`src/rtl/register_16bit_pkg.sv`:
```
// Shared datapath definitions: FunSel encodings used by every register variant.
package register_16bit_pkg;

    localparam int REG_WIDTH = 16;

    localparam logic [1:0] FS_DEC  = 2'b00;
    localparam logic [1:0] FS_INC  = 2'b01;
    localparam logic [1:0] FS_LOAD = 2'b10;
    localparam logic [1:0] FS_CLR  = 2'b11;

endpackage

```
`src/rtl/register_16bit.sv`:
```
// General-purpose register with enable and 2-bit function select
// (decrement, increment, load, clear); Q is the state flop itself.
module register_16bit
    import register_16bit_pkg::*;
#(
    parameter int WIDTH = REG_WIDTH
) (
    input  logic             Clock,
    input  logic             Reset,
    input  logic [WIDTH-1:0] I,
    input  logic             E,
    input  logic [1:0]       FunSel,
    output logic [WIDTH-1:0] Q
);

    localparam logic [WIDTH-1:0] ONE  = {{(WIDTH-1){1'b0}}, 1'b1};
    localparam logic [WIDTH-1:0] ZERO = '0;

    // Reset outranks enable; arithmetic wraps modulo 2^WIDTH with no flags.
    always_ff @(posedge Clock) begin
        if (!Reset) begin
            Q <= ZERO;
        end else if (E) begin
            case (FunSel)
                FS_DEC:  Q <= Q - ONE;
                FS_INC:  Q <= Q + ONE;
                FS_LOAD: Q <= I;
                FS_CLR:  Q <= ZERO;
                default: Q <= Q;
            endcase
        end
    end

endmodule

```
`config.mk`:
```
export PLATFORM = sky130hd
export DESIGN_NAME = register_16bit
export DESIGN_NICKNAME = d
export VERILOG_FILES = /design/src/rtl/register_16bit_pkg.sv /design/src/rtl/register_16bit.sv
export SDC_FILE = /design/constraint.sdc
export NUM_CORES = 1
export LEC_CHECK = 0
export ABC_CLOCK_PERIOD_IN_PS = 3250
export BUFFER_PORTS_ARGS = -buffer_cell sky130_fd_sc_hd__buf_4
export CAP_MARGIN = 20
export CORE_MARGIN = 4
export CORE_UTILIZATION = 54
export CTS_CLUSTER_SIZE = 10
export DETAILED_ROUTE_END_ITERATION = 6
export PLACE_DENSITY = 0.86
export SYNTH_ARGS = -nofsm -noshare
export SYNTH_HDL_FRONTEND = slang
export SYNTH_SLANG_ARGS = --single-unit
```
`constraint.sdc`:
```
create_clock -name Clock -period 3.25 [get_ports Clock]
set_clock_uncertainty 0.2 [all_clocks]
set_input_delay 0.325 -clock Clock [delete_from_list [all_inputs] [get_ports Clock]]
set_output_delay 0.325 -clock Clock [all_outputs]
set_load 0.1 [all_outputs]
```
Word-level counts from Yosys, hierarchy flattened
Cells that the tools add are included.
Widths: inputs -> output; s select.

storage, ports and cells
  output and inout bits = 16
  register bits after elaboration = 16
  bits of input ports = 21

cells by class
  reductions and logical operators = 1
  mux-type cells = 1
  equality and inequality tests = 3
  add/subtract/negate cells = 2

operators by type and width
  operator               number
  $pmux 16 s4            1
  $add 16x1->16 const B  1
  $sub 16x1->16 const B  1
  $eq 2x2->1 const B     2
  $eq 2x1->1 const B     1
  $logic_not 2->1        1

Longest topological paths before layout
Gate-level depths: netlist of the first run.

  depth after elaboration = 2
  mapped depth = 9
  gate-level depth less buffers = 9

Worst setup path after synthesis of the first run
OpenSTA, ideal clock, no wires.

  kind = register to register
  start point = register Q[0]
  end point = register Q[12]
  buffers on the path = 0
  slack = 0.393 ns
  arrival = 2.594 ns
  setup time = 0.063 ns
  cell stages (with the launch flop) = 9
  data required time = 2.987 ns
  cell sequence = dfxtp_1 -> inv_1 -> fa_1 -> nor2b_1 -> o2111ai_1 -> a21oi_1 -> nor4_1 -> or3_1 -> nand3_1

on the way
  longest elaborated chain between the ends = 2
  elaborated cells between the ends (all ways) = 3
  classes of those cells = add/sub: 2; mux: 1

RTL lines
  element                                         line                                        text
  from (decl)                                     register_16bit.sv:13                        output logic [WIDTH-1:0] Q
  from (signal assigned)                          register_16bit.sv:25                        FS_DEC: Q <= Q - ONE;
  from (signal assigned)                          register_16bit.sv:26                        FS_INC: Q <= Q + ONE;
  $add 16x1->16 or $sub 16x1->16 (tied branches)  register_16bit.sv:26, register_16bit.sv:25
  $pmux 16 s4 *                                   register_16bit.sv:24                        case (FunSel)

Mark *: on every way between the ends. The rest lies on a longest branch, timed or not.
A chain may end at the register's enable or synchronous reset.

Worst setup path in the final report of the first run
  start point = input port FunSel[1]
  end point = register Q[12]

on the way
  longest elaborated chain between the ends = 2
  elaborated cells between the ends (all ways) = 5
  classes of those cells = eq/ne: 3; mux: 1; reduce/logical: 1

RTL lines
  element                             line                  text
  from (decl)                         register_16bit.sv:12  input logic [1:0] FunSel,
  $eq 2x2->1 (tied with other cells)  register_16bit.sv:24
  $pmux 16 s4 *                       register_16bit.sv:24

Marks and branches as above.

==> Implementation_results.wiki, run 1 <==
{| class="wikitable"
! Metric !! Value
|-
| Synth warn || 0
|-
| Number of placement rows || 19
|-
| Post-CTS setup buffer count || 0
|-
| Critical path cell sequence || buf_4, nand2b_1, buf_4, inv_1, fa_1, nor2b_1, o2111ai_1, a21oi_1, nor4_1, or3_1, nand3_1
|-
| Clock slew at reported path FFs || 0.12 ns
|-
| Path category of the worst min-delay check || input pin to register
|-
| Clock network latency to the later pin of the worst-skew pair || 0.31 ns
|-
| Post-synth top cells || nand2_1, dfxtp_1, a21oi_1, ha_1, o21ai_0
|-
| Full die area || 0.00379 mm^2
|-
| Clock Tree Buf Depth || 2
|-
| Total Routed Length || 3920 um
|-
| CTS HTree Levels || 1
|-
| Post-synthesis sequential area ratio || 20.7%
|-
| Flip-flop and latch count after synthesis || 16
|-
| Worst Max-Slew Pin Slew || 0.612 ns
|-
| Leakage component of the power || 0.000897 uW
|-
| PortBufs || 36
|-
| Gates resized, CTS repair || 0
|-
| Fraction of power consumed by combinational cells || 58.2%
|-
| Leading register cell type out of synthesis || dfxtp_1
|-
| Biggest registers after layout || Q x16
|-
| Share of flip-flops with an asynchronous set or reset after synthesis || 0%
|-
| Initial core utilization || 56.1%
|-
| Number of global-route vias before repair || 1429
|-
| Family with the most delay on the worst path || simple AND/OR/NAND/NOR gates
|-
| Flop pwr share || 25.8%
|-
| Cell occurring most often along the worst timing path || buf_4
|-
| Maximum number of pins on one net before global-route repair || 37
|-
| Via/cell ratio || 6.02
|-
| Tightest slew margin relative to the limit || 59.1%
|-
| Max frequency || 401 MHz
|-
| Outcome || complete, no violations
|-
| WL per Instance || 14.9 um
|-
| Max FFs per register || 16
|-
| Routed Antenna Nets || 0
|-
| Power per Cell Area || 490 mW/mm^2
|-
| Post-route DRC violation count || 0
|-
| Wire length of the first global-routing pass || 6380 um
|-
| GRT Total Usage || 22.2%
|-
| Signed area change from the synthesized netlist to the final layout || 20.9%
|-
| Post-synthesis cell count || 199
|-
| I/O Pins || 37
|-
| Largest fanout of any net on the critical path || 16
|-
| Number of enable flip-flop cells after synthesis || 0
|-
| Total Nets Final || 270
|-
| Average footprint of a synthesized cell || 7.78 um^2
|-
| WS Path Type || input pin to register
|-
| Chip Width || 61.5 um
|-
| Period Utilization, post-route || 76.8%
|-
| Biggest area consumer among synthesized cells || dfxtp_1
|-
| CTS tree || yes
|-
| Total negative setup slack || 0 ns
|-
| Max-capacitance violation count || 0
|-
| Max VDD drop || 0.000373 V
|-
| Worst path arrival time || 2.56 ns
|-
| Count of endpoints failing setup in the final report || 0
|-
| Top-area cell type share of the netlist area || 20.7%
|-
| Clock power frac || 16.1%
|-
| Most instantiated library cell after synthesis || nand2_1
|-
| Total CTS buffers || 3
|-
| Category of the worst setup path launch point || input pin
|-
| HPWL Detailed || 2890 um
|-
| First-pass DRT Iterations || 4
|-
| Switching fraction of total power || 48.4%
|-
| Cell at the root of the clock tree || clkbuf_4
|-
| Post-CTS Hold Fix Bufs || 0
|-
| Internal power of the cells || 474 uW
|-
| # clock sinks || 16
|-
| Most flops, register || Q
|-
| Total buffers and inverters traversed by the critical path || 3
|-
| Number of distinct standard cells referenced by the synthesized netlist || 43
|-
| Placeable core area || 0.00276 mm^2
|-
| Ranking of synthesized cells by area || dfxtp_1, ha_1, a21o_1
|-
| First DRT Iteration DRCs || 76
|-
| Proportion of layout cells with a drive suffix above 1 || 21.6%
|-
| Antenna diode instance count || 0
|-
| Critical-path cell with the highest stage delay || fa_1
|-
| Netlist area before placement || 0.00155 mm^2
|-
| Final worst path period need || 2.49 ns
|-
| Synthesized netlist net count || 236
|-
| Hold violation count in the final report || 0
|-
| Total congestion overflow after global routing || 0
|-
| Initial antenna violation count || 0
|-
| Die height || 61.5 um
|-
| Required time of the critical path || 3.31 ns
|-
| Vias || 1583
|-
| Net switching power figure || 444 uW
|-
| Stage delay of the slowest cell on the critical path || 0.38 ns
|-
| Sort of element at the end of the critical path || register
|-
| Final RePlAce weighted congestion || 0.960
|-
| Number of slew-limit violations in the final report || 0
|-
| RSZ-0062 raised after global routing || no
|-
| Overall Power || 918 uW
|}
-- worst min-delay path, cell delays in order --
cell and delay (ns):
buf_4 0.11, nand2_1 0.04, a31oi_1 0.07
-- per-layer routing --
metal | share of wire (%) | vias up | GRT usage [%]
met5 | 0 | - | 0
met4 | 1.9 | 0 | 7.88
met3 | 6.4 | 7 | 1.89
met2 | 45 | 56 | 36.8
met1 | 47 | 712 | 29.8
li1 | - | 808 | -
-- cells in the final DEF (no fill, tap or decap), types with 3 or more instances in the layout --
cell type / n
nand2b_1: 3
o2111ai_1: 3
buf_4: 40
a21o_1: 12
clkbuf_4: 3
nor2b_1: 7
dfxtp_1: 16
o211ai_1: 4
nand2_1: 20
xnor2_1: 6
o211a_1: 4
nand3b_1: 3
nand3_1: 11
ha_1: 15
a31oi_1: 6
o21ai_1: 6
inv_1: 9
a21oi_1: 15
nor2_1: 7
o21ai_0: 13
-- cell type report --
cell class	instances	area, um^2
Fill cell	261	886
Inverter	9	33.8
Sequential cell	16	320
Timing Repair Buffer	40	300
Multi-Input combinational cell	163	1140
Clock buffer	4	36.3
Tap cell	31	38.8
-- power by group through the flow --
stage	sequential, uW	clock (uW)	combinational, uW
2_1_floorplan	389	0	276
3_3_place_gp	240	0	528
3_5_place_dp	241	0	529
4_1_cts	236	148	532
5_1_grt	240	156	576
6_report	236	148	534
-- through the flow --
stage          std cells  utilization [%]  hold slack (ns)  instance area [um^2]  worst slack [ns]
2_1_floorplan        199                -            0.280                  1550             0.393
3_5_place_dp         259             66.6            0.316                  1840             0.482
6_report             263             67.9           0.0648                  1870             0.755
4_1_cts              263             67.9           0.0687                  1870             0.797
5_1_grt              263             67.9           0.0829                  1870             0.636
3_3_place_gp         259             66.6            0.310                  1840             0.496
-- final timing paths --
kind	start	endpoint	slack [ns]	cells after the start
max	FunSel[1]	Q[12]	0.76	11
min	I[8]	Q[8]	0.06	3
max reg2reg	Q[0]	Q[12]	0.83	8
min reg2reg	Q[2]	Q[2]	0.34	1
-- cell families (layout without fill, tap and decap cells) --
family	Yosys count	in the layout	share of synthesized area [%]
compound gates	74	74	33.0
simple gates	63	63	21.6
buf+inv	20	53	5.50
fa+ha+maj	16	16	13.4
flops	16	16	20.7
xor+xnor	8	8	4.53
mux	2	2	1.29
No activity file was read; power rests on OpenSTA's default activity.
==> inputs of run 2 (changes only) <==
Settings changed: ABC_CLOCK_PERIOD_IN_PS 3250 to 2300.
Clock period 3.25 ns to 2.3 ns, I/O delays scaled along.
==> run 2 against run 1 <==
Worst hold slack worse by 0.062 ns. Cell count increased by 11%. Design area grew 15%. Core utilization up 10 points. Non-clock buffer count up 29. Global-route usage is 3.3 points higher. First-iteration DRC count is 16% higher. Clock power increased by 15%. Combinational power grew 60%. Worst setup slack lost 0.68 ns. Critical path type is now register to register. Highest routed layer unchanged.
==> Implementation_results.wiki, run 2 (synthesized netlist as in run 1, its figures left out) <==
{| class="wikitable"
! Metric !! Value
|-
| Number of placement rows || 19 (unchanged)
|-
| Worst Max-Slew Pin Slew || 0.323 ns (-0.288 ns)
|-
| Hold violation count in the final report || 0 (unchanged)
|-
| Most flops, register || Q
|-
| Initial core utilization || 56.1% (unchanged)
|-
| Total buffers and inverters traversed by the critical path || 1 (-2)
|-
| Wire length of the first global-routing pass || 7310 um (+15%)
|-
| Critical-path cell with the highest stage delay || fa_1
|-
| Max frequency || 450 MHz
|-
| Critical path cell sequence || inv_1, fa_1, nor2b_2, o2111ai_1, a21oi_1, nor4_1, or3_1, nand3_1
|-
| CTS HTree Levels || 1 (unchanged)
|-
| Placeable core area || 0.00276 mm^2 (unchanged)
|-
| Die height || 61.5 um (unchanged)
|-
| # clock sinks || 16 (unchanged)
|-
| GRT Total Usage || 25.5% (+3.3 points)
|-
| Final RePlAce weighted congestion || 0.850 (-11%)
|-
| Total congestion overflow after global routing || 0 (unchanged)
|-
| Number of slew-limit violations in the final report || 0 (unchanged)
|-
| Total CTS buffers || 3 (unchanged)
|-
| Via/cell ratio || 5.69 (-5.5%)
|-
| Total Nets Final || 299 (+11%)
|-
| Worst hold margin || 0.00256 ns (-0.0622 ns)
|-
| Vias || 1661 (+4.9%)
|-
| Full die area || 0.00379 mm^2 (unchanged)
|-
| Total Routed Length || 4310 um (+10%)
|-
| Max FFs per register || 16 (unchanged)
|-
| Post-CTS setup buffer count || 0 (unchanged)
|-
| Max VDD drop || 0.000466 V (+25%)
|-
| Maximum number of pins on one net before global-route repair || 23 (-38%)
|-
| Most frequent standard cell in the layout excluding fill and tap cells || buf_4
|-
| Final worst path period need || 2.22 ns
|-
| Proportion of layout cells with a drive suffix above 1 || 35.2% (+14 points)
|-
| RSZ-0062 raised after global routing || yes
|-
| Sort of element at the end of the critical path || register
|-
| Largest fanout of any net on the critical path || 5 (-11)
|-
| Signed area change from the synthesized netlist to the final layout || 39.6%
|-
| Leakage component of the power || 0.00104 uW (+16%)
|-
| Antenna diode instance count || 0 (unchanged)
|-
| Worst path arrival time || 2.27 ns (-0.29 ns)
|-
| Family with the most delay on the worst path || simple AND/OR/NAND/NOR gates
|-
| CTS tree || yes
|-
| Period Utilization, post-route || 96.6%
|-
| WL per Instance || 14.8 um (-0.85%)
|-
| First DRT Iteration DRCs || 88 (+16%)
|-
| Clock network latency to the later pin of the worst-skew pair || 0.31 ns (about the same)
|-
| Routed Antenna Nets || 0 (unchanged)
|-
| HPWL Detailed || 3210 um (+11%)
|-
| Count of endpoints failing setup in the final report || 0 (unchanged)
|-
| I/O Pins || 37 (unchanged)
|-
| Required time of the critical path || 2.35 ns (-0.96 ns)
|-
| Most used cells in the layout excluding fill and tap cells || buf_4, nand2_1, a21oi_1
|-
| Max-capacitance violation count || 0 (unchanged)
|-
| Category of the worst setup path launch point || register
|-
| Worst slack at placement || -0.142 ns (-0.624 ns)
|-
| Outcome || complete, no violations
|-
| Clock Tree Buf Depth || 2 (unchanged)
|-
| Post-route DRC violation count || 0 (unchanged)
|-
| Initial antenna violation count || 0 (unchanged)
|-
| Path category of the worst min-delay check || input pin to register
|-
| Post-layout worst setup margin || 0.0773 ns (-0.678 ns)
|-
| Tightest slew margin relative to the limit || 78.4% (+19 points)
|-
| Number of global-route vias before repair || 1588 (+11%)
|-
| Stage delay of the slowest cell on the critical path || 0.44 ns (+0.06 ns)
|-
| Chip Width || 61.5 um (unchanged)
|-
| Power per Cell Area || 630 mW/mm^2 (+28%)
|-
| PortBufs || 36 (unchanged)
|-
| Clock slew at reported path FFs || 0.11 ns (about the same)
|-
| Cell at the root of the clock tree || clkbuf_4
|-
| WS Path Type || register to register
|-
| First-pass DRT Iterations || 4 (unchanged)
|-
| Biggest registers after layout || Q x16
|}
-- run 2: cell count changes in the layout (fill, tap and decap cells not counted), moves of 4 or more --
cell,delta
dfxtp_1,-14
dfxtp_4,+10
buf_4,+25
dlygate4sd3_1,+4
dfxtp_2,+4
-- run 2: worst paths after layout --
path              startpoint    end  slack, ns  cells after the start
setup reg to reg        Q[0]  Q[12]       0.08                      8
hold reg to reg         Q[1]   Q[1]       0.32                      1
hold / removal          I[5]   Q[5]      0.003                      3
setup / recovery        Q[0]  Q[12]       0.08                      8
-- run 2: tightest hold or removal path: stages --
cell and delay (ns):
buf_4 0.08, a2bb2oi_1 0.05, a21oi_1 0.13
-- run 2: area by class of cell --
cell class,count,area (um^2)
repair buffers,69,528
clock inverters,1,3.75
flip-flops and latches,16,363
fillers,211,597
inverters,9,33.8
multi-input cells,163,1170
clock buffers,3,22.5
well taps,31,38.8
-- run 2: layer usage --
layer | vias up | global-route usage, % | wire length (um)
met2 | 45 | 43.3 | 2040
met4 | 0 | 6.67 | 43
met3 | 5 | 2.73 | 222
li1 | 865 | - | -
met5 | - | 0 | 0
met1 | 746 | 34.1 | 2010
-- run 2: timing repair --
item,CTS,global route
hold buffers,4,0
gates resized for setup,0,2
hold endpoints to repair,4,0
endpoints found under the setup margin,0,5
-- run 2: report_power, final --
group | total (uW) | internal [uW] | switching [uW]
combinational | 853 | 338 | 514
sequential | 337 | 309 | 28.6
clock | 170 | 63.5 | 107
-- run 2: stage by stage --
stage	util (%)	TNS [ns]	instances	instance area, um^2	power (uW)
floorplan	-	-0.0348	199	1610	949
global placement	75.6	-0.408	284	2090	1170
detailed placement	75.6	-0.756	284	2090	1180
CTS	78.0	0	292	2150	1350
global route	78.4	-0.00264	292	2160	1450
finish	78.4	0	292	2160	1360
